### config.mk
export PLATFORM = sky130hd
export DESIGN_NAME = sync_fifo_param
export DESIGN_NICKNAME = d
export VERILOG_FILES = /design/src/rtl/sync_fifo_param_pkg.sv /design/src/rtl/sync_fifo_param_mem.sv /design/src/rtl/sync_fifo_param.sv
export SDC_FILE = /design/constraint.sdc
export NUM_CORES = 1
export LEC_CHECK = 0
export CAP_MARGIN = 40
export CORE_MARGIN = 2
export CORE_UTILIZATION = 35
export DETAILED_ROUTE_END_ITERATION = 6
export PLACE_DENSITY = 0.56
export SETUP_SLACK_MARGIN = 0.02
export SLEW_MARGIN = 10
export SYNTH_ARGS = -nofsm -noshare
export SYNTH_HDL_FRONTEND = slang
export SYNTH_SLANG_ARGS = --single-unit
### constraint.sdc
create_clock -name clk -period 4.26 [get_ports clk]
set_clock_uncertainty 0.1 [all_clocks]
set_input_delay 0.426 -clock clk [delete_from_list [all_inputs] [get_ports clk]]
set_output_delay 0.426 -clock clk [all_outputs]
set_load 0.05 [all_outputs]
### src/rtl/sync_fifo_param_pkg.sv
// Shared definitions for the parametrised synchronous FIFO family.
// Holds the parameter-legality rule so every FIFO variant enforces the same limits.
package sync_fifo_param_pkg;

    function automatic logic fifo_params_legal(
        input int data_width,
        input int depth,
        input int af_level,
        input int ae_level
    );
        logic ok_s;
        ok_s = (data_width >= 32'sd1) &&
               (depth >= 32'sd2) &&
               ((depth & (depth - 32'sd1)) == 32'sd0) &&
               (af_level >= 32'sd0) && (af_level <= depth) &&
               (ae_level >= 32'sd0) && (ae_level <= depth - 32'sd1);
        return ok_s;
    endfunction

endpackage

### src/rtl/sync_fifo_param_mem.sv
// DEPTH x DATA_WIDTH storage: synchronous write, asynchronous read, never reset.
module sync_fifo_param_mem #(
    parameter int DATA_WIDTH = 8,
    parameter int DEPTH      = 16,
    parameter int AW         = 4
) (
    input  logic                  clk,
    input  logic                  wr_en,
    input  logic [AW-1:0]         wr_idx,
    input  logic [DATA_WIDTH-1:0] wr_data,
    input  logic [AW-1:0]         rd_idx,
    output logic [DATA_WIDTH-1:0] rd_data
);

    logic [DATA_WIDTH-1:0] mem_r [DEPTH];

    // Write port
    always_ff @(posedge clk) begin
        if (wr_en) begin
            mem_r[wr_idx] <= wr_data;
        end
    end

    assign rd_data = mem_r[rd_idx];

endmodule

### src/rtl/sync_fifo_param.sv
// Parametrised single-clock FIFO with occupancy count, programmable thresholds,
// overflow/underflow pulses and a selectable registered or FWFT read port.
module sync_fifo_param
    import sync_fifo_param_pkg::*;
#(
    parameter int DATA_WIDTH = 8,
    parameter int DEPTH      = 16,
    parameter int AF_LEVEL   = 14,
    parameter int AE_LEVEL   = 2,
    parameter int FWFT       = 0
) (
    input  logic                    clk,
    input  logic                    rst,
    input  logic                    write_en,
    input  logic [DATA_WIDTH-1:0]   data_in,
    input  logic                    read_en,
    output logic [DATA_WIDTH-1:0]   data_out,
    output logic                    valid_out,
    output logic                    full,
    output logic                    empty,
    output logic                    almost_full,
    output logic                    almost_empty,
    output logic [$clog2(DEPTH):0]  count,
    output logic                    overflow,
    output logic                    underflow
);

    localparam int AW = $clog2(DEPTH);
    localparam int CW = AW + 1;
    localparam logic [CW-1:0] AF_L = CW'(AF_LEVEL);
    localparam logic [CW-1:0] AE_L = CW'(AE_LEVEL);
    localparam logic [CW-1:0] ONE  = CW'(1'b1);

    if (!fifo_params_legal(DATA_WIDTH, DEPTH, AF_LEVEL, AE_LEVEL)) begin : g_bad_params
        $error("sync_fifo_param: illegal parameter combination");
    end

    logic [CW-1:0]         wr_ptr_r, rd_ptr_r, count_r;
    logic                  overflow_r, underflow_r;
    logic                  full_s, empty_s, rd_acc_s, wr_acc_s;
    logic [DATA_WIDTH-1:0] mem_rd_s;

    // Extra pointer MSB separates a full FIFO from an empty one at equal indices.
    assign full_s   = (wr_ptr_r[AW-1:0] == rd_ptr_r[AW-1:0]) && (wr_ptr_r[AW] != rd_ptr_r[AW]);
    assign empty_s  = (wr_ptr_r == rd_ptr_r);
    assign rd_acc_s = read_en & ~empty_s;
    assign wr_acc_s = write_en & (~full_s | rd_acc_s);

    sync_fifo_param_mem #(
        .DATA_WIDTH (DATA_WIDTH),
        .DEPTH      (DEPTH),
        .AW         (AW)
    ) u_mem (
        .clk     (clk),
        .wr_en   (wr_acc_s),
        .wr_idx  (wr_ptr_r[AW-1:0]),
        .wr_data (data_in),
        .rd_idx  (rd_ptr_r[AW-1:0]),
        .rd_data (mem_rd_s)
    );

    // Pointers, occupancy counter and error pulses
    always_ff @(posedge clk) begin
        if (rst) begin
            wr_ptr_r    <= {CW{1'b0}};
            rd_ptr_r    <= {CW{1'b0}};
            count_r     <= {CW{1'b0}};
            overflow_r  <= 1'b0;
            underflow_r <= 1'b0;
        end else begin
            if (wr_acc_s) begin
                wr_ptr_r <= wr_ptr_r + ONE;
            end
            if (rd_acc_s) begin
                rd_ptr_r <= rd_ptr_r + ONE;
            end
            case ({wr_acc_s, rd_acc_s})
                2'b10:   count_r <= count_r + ONE;
                2'b01:   count_r <= count_r - ONE;
                default: count_r <= count_r;
            endcase
            overflow_r  <= write_en & ~wr_acc_s;
            underflow_r <= read_en & empty_s;
        end
    end

    if (FWFT != 0) begin : g_fwft
        // Head word is visible whenever the FIFO holds data; zero otherwise.
        assign data_out  = empty_s ? {DATA_WIDTH{1'b0}} : mem_rd_s;
        assign valid_out = ~empty_s;
    end else begin : g_reg
        logic [DATA_WIDTH-1:0] data_out_r;
        logic                  valid_out_r;

        // Registered read port; data_out keeps its last word between reads
        always_ff @(posedge clk) begin
            if (rst) begin
                data_out_r  <= {DATA_WIDTH{1'b0}};
                valid_out_r <= 1'b0;
            end else begin
                valid_out_r <= rd_acc_s;
                if (rd_acc_s) begin
                    data_out_r <= mem_rd_s;
                end
            end
        end

        assign data_out  = data_out_r;
        assign valid_out = valid_out_r;
    end

    assign full         = full_s;
    assign empty        = empty_s;
    assign count        = count_r;
    assign almost_full  = (count_r >= AF_L);
    assign almost_empty = (count_r <= AE_L);
    assign overflow     = overflow_r;
    assign underflow    = underflow_r;

endmodule

==> tab_implementation.tex <==
\begin{tabular}{lr}
\hline
Metric & Value \\
\hline
\multicolumn{2}{l}{\textbf{Run status}} \\
Result of the run & finished, final reports clean \\
\multicolumn{2}{l}{\textbf{Pwr}} \\
Total design power & 3.85 mW \\
Leak Pwr & $\sim$2.5 nW \\
VDD IR max & 0.337 mV \\
Cell area power density & 511 nW/um\^{}2 \\
\multicolumn{2}{l}{\textbf{Route}} \\
Post-detailed-route wirelength per cell & 19.3 um \\
Initial DRC Count & 233 \\
Post-DRT Antenna Nets & 0 \\
Remaining DRCs & 0 \\
Drt total wl & 12.9 mm \\
TritonRoute pass-1 iters & 5 \\
Number of vias per cell & around 5.1 \\
Total number of vias & 3395 \\
\multicolumn{2}{l}{\textbf{Synth}} \\
Synthesized net count & 405 \\
Share of the synthesized area in the top cell type & 0.606 \\
Flip-flop and latch count after synthesis & 154 \\
Average instance area after synthesis & approximately 17 sq um \\
Sequential fraction of the synthesis area & 0.688 \\
Library cell with the largest summed area after synthesis & sky130\_fd\_sc\_hd\_\_edfxtp\_1 \\
Number of enable flip-flop cells after synthesis & 128 \\
Number of unique standard cell types used by synthesis & 46 \\
Post-Syn Instances & 384 \\
Area of the mapped netlist & roughly 6300 sq um \\
Synth async-reset ratio & 0 \\
Number of warnings reported in the yosys synthesis log & 0 \\
Dominant register cell in the synthesized netlist & sky130\_fd\_sc\_hd\_\_edfxtp\_1 \\
Biggest area contributors in the synthesized netlist & sky130\_fd\_sc\_hd\_\_edfxtp\_1, sky130\_fd\_sc\_hd\_\_dfxtp\_1, sky130\_fd\_sc\_hd\_\_mux4\_2, sky130\_fd\_sc\_hd\_\_mux4\_1, sky130\_fd\_sc\_hd\_\_mux2\_2 \\
\multicolumn{2}{l}{\textbf{Global routing}} \\
Total global-route track usage & 0.140 \\
Global-route wire length before repair & 20.0 mm \\
Antenna violations before repair & 0 \\
Largest net degree at the start of global routing & 52 \\
Number of global-route vias before repair & 3468 \\
Remaining global-route overflow & 0 \\
\multicolumn{2}{l}{\textbf{STA}} \\
Hold Worst Slack & approximately 0.43 ns \\
Final worst-path cycle share & 0.692 \\
Count of final setup violators & 0 \\
Sum Neg Setup Slack & 0 ns \\
Final Critical Period & 2.95 ns \\
Slew of the pin with the lowest slew margin & 0.902 ns \\
Slew Limit Headroom & 0.397 \\
Final-report hold violation count & 0 \\
Maximum clock frequency & 0.339 GHz \\
RSZ-0062 raised after global routing & no \\
Max-slew violations & 0 \\
\multicolumn{2}{l}{\textbf{Clock network}} \\
Count of hold-fix buffers inserted at cts & 0 \\
Post-cts resize count & 0 \\
Post-CTS Repair Setup Buffers & 0 \\
Number of clock sinks seen by CTS & about 150 \\
Clock-pin slew of the registers on the worst-case setup and hold paths & 0.06 ns \\
TritonCTS Buffers & 17 \\
Clock latency of the later-clocked register in the worst-skew pair & roughly 0.42 ns \\
Depth of the CTS H-tree & 4 \\
Clock tree from TritonCTS & yes \\
Max clock buf depth & 2 \\
Root buf cell & sky130\_fd\_sc\_hd\_\_clkbuf\_16 \\
\multicolumn{2}{l}{\textbf{Die}} \\
Core ar. & 17900 sq um \\
Area of the die & roughly 19000 sq um \\
I/O pins & 32 \\
Effective utilization at floorplan & 0.355 \\
Number of placement rows & 49 \\
Die span in x & approximately 140 um \\
Die outline height & 139 um \\
\multicolumn{2}{l}{\textbf{Cells and area}} \\
\# nets final & 449 \\
Fraction of layout instances using a drive strength above 1 & 0.184 \\
Count of inserted antenna diode cells & 0 \\
Area Overhead vs Synth & 18.5\% \\
Fillers & 1607 \\
\multicolumn{2}{l}{\textbf{Setup path}} \\
Req. time, crit path & about 4.5 ns \\
Arr. time, crit path & 3.15 ns \\
Critical Path End Type & register \\
First element of the critical path & rd\_ptr\_r[3] \\
Worst-path fanout max & 19 \\
Type of origin of the critical path & register \\
Number of cells on the worst reg-to-reg path & 10 \\
Critical path start-end classification & reg -> reg \\
Reg-to-reg critical path startpoint & rd\_ptr\_r[3] \\
\multicolumn{2}{l}{\textbf{Flow run}} \\
MaxCap Viol Count & 0 \\
\multicolumn{2}{l}{\textbf{Placed design}} \\
Number of port buffers & 31 \\
Dpl hpwl & 8.26 mm \\
Final GP Congestion & 0.789 \\
\multicolumn{2}{l}{\textbf{Hold path}} \\
Hold path cells & 2 \\
Min-Delay Startpoint & data\_out[5] \\
Worst hold-check path type & reg -> reg \\
\hline
\end{tabular}
[layer usage]
metal,vias up,part of all wire,track usage
met5,-,0,0
met4,0,0.019,0.0633
met3,16,0.064,0.0387
met1,1688,0.44,0.185
li1,1602,-,-
met2,89,0.47,0.218
[cell type report]
class                      count  area, sq um  area share
sequential                   154         4370       0.580
multi-input combinational    206         1850       0.245
clock buffer                  27          536      0.0712
timing repair buffer          45          419      0.0557
tap                          229          287      0.0381
clock inverter                 5         56.3     0.00748
inverter                       4         15.0     0.00200
[power by group]
group          switching (mW)  internal [mW]
combinational           0.408          0.238
sequential             0.0382           1.69
clock                   0.558          0.921
total                    1.00           2.84
[synthesized netlist by cell type, types with 4 or more instances]
master / count
sky130_fd_sc_hd__edfxtp_1: 128
sky130_fd_sc_hd__dfxtp_1: 26
sky130_fd_sc_hd__a21oi_1: 25
sky130_fd_sc_hd__nor2_1: 24
sky130_fd_sc_hd__mux2_2: 16
sky130_fd_sc_hd__nor3_1: 15
sky130_fd_sc_hd__mux4_2: 13
sky130_fd_sc_hd__o21ai_0: 12
sky130_fd_sc_hd__mux4_1: 11
sky130_fd_sc_hd__nor2b_1: 11
sky130_fd_sc_hd__a211oi_1: 8
sky130_fd_sc_hd__ha_1: 8
sky130_fd_sc_hd__o22ai_1: 8
sky130_fd_sc_hd__xnor2_1: 8
sky130_fd_sc_hd__nand2_1: 7
sky130_fd_sc_hd__buf_4: 6
sky130_fd_sc_hd__clkbuf_1: 6
sky130_fd_sc_hd__xor2_1: 5
sky130_fd_sc_hd__inv_1: 4
sky130_fd_sc_hd__nand2b_1: 4
[worst paths after layout]
path / slack [ns] / endpoint
worst min register to register: 0.43 / data_out[5]
worst min-delay path: 0.43 / data_out[5]
worst max register to register: 1.31 / count[4]
worst max-delay path: 1.31 / count[4]
[sequential cells by signal (all words and copies together) (netlist names)]
signal and cells:
count 5, data_out 8, overflow 1, rd_ptr_r 5
u_mem.mem_r 128, underflow 1, valid_out 1, wr_ptr_r 5
[stage by stage]
stage | setup WS [ns] | cell area [sq um] | utilization | std cells
4_1_cts | 1.30 | 7520 | 0.420 | 669
3_3_place_gp | 1.27 | 6900 | 0.385 | 634
6_report | 1.31 | 7520 | 0.420 | 670
5_1_grt | 1.05 | 7520 | 0.420 | 670
3_5_place_dp | 1.25 | 6930 | 0.387 | 637
2_1_floorplan | 0.655 | 6350 | - | 384
[cells by family after synthesis]
logic type / share of synthesized area
muxes: 0.129
buffers and inverters: 0.0217
xor gates and xnor gates: 0.0231
AOI/OAI and AO/OA: 0.0611
DFF: 0.688
and+or+nand+nor: 0.0587
adders and majority gates: 0.0189
[worst max-delay path: stages (launching register included)]
cell,delay (ns)
sky130_fd_sc_hd__dfxtp_1,0.30
sky130_fd_sc_hd__buf_4,0.25
sky130_fd_sc_hd__xnor2_2,0.16
sky130_fd_sc_hd__nand4_2,0.24
sky130_fd_sc_hd__o21ai_2,0.25
sky130_fd_sc_hd__inv_1,0.19
sky130_fd_sc_hd__fa_1,0.43
sky130_fd_sc_hd__a21o_1,0.19
sky130_fd_sc_hd__a21oi_1,0.17
sky130_fd_sc_hd__mux2i_1,0.21
sky130_fd_sc_hd__mux2_1,0.33
[placed cells by master, fill, tap and decap left out, drive strengths merged, types with 11 or more instances in the layout]
master,netlist,final
clkdlybuf4s50,0,31
clkbuf,6,27
edfxtp,128,128
nor2,24,24
buf,14,14
o21ai,14,14
mux4,24,24
dfxtp,26,26
mux2,18,18
nor2b,11,11
a21oi,25,25
nor3,15,15
Note: power is estimated with default switching activity, not from simulation.
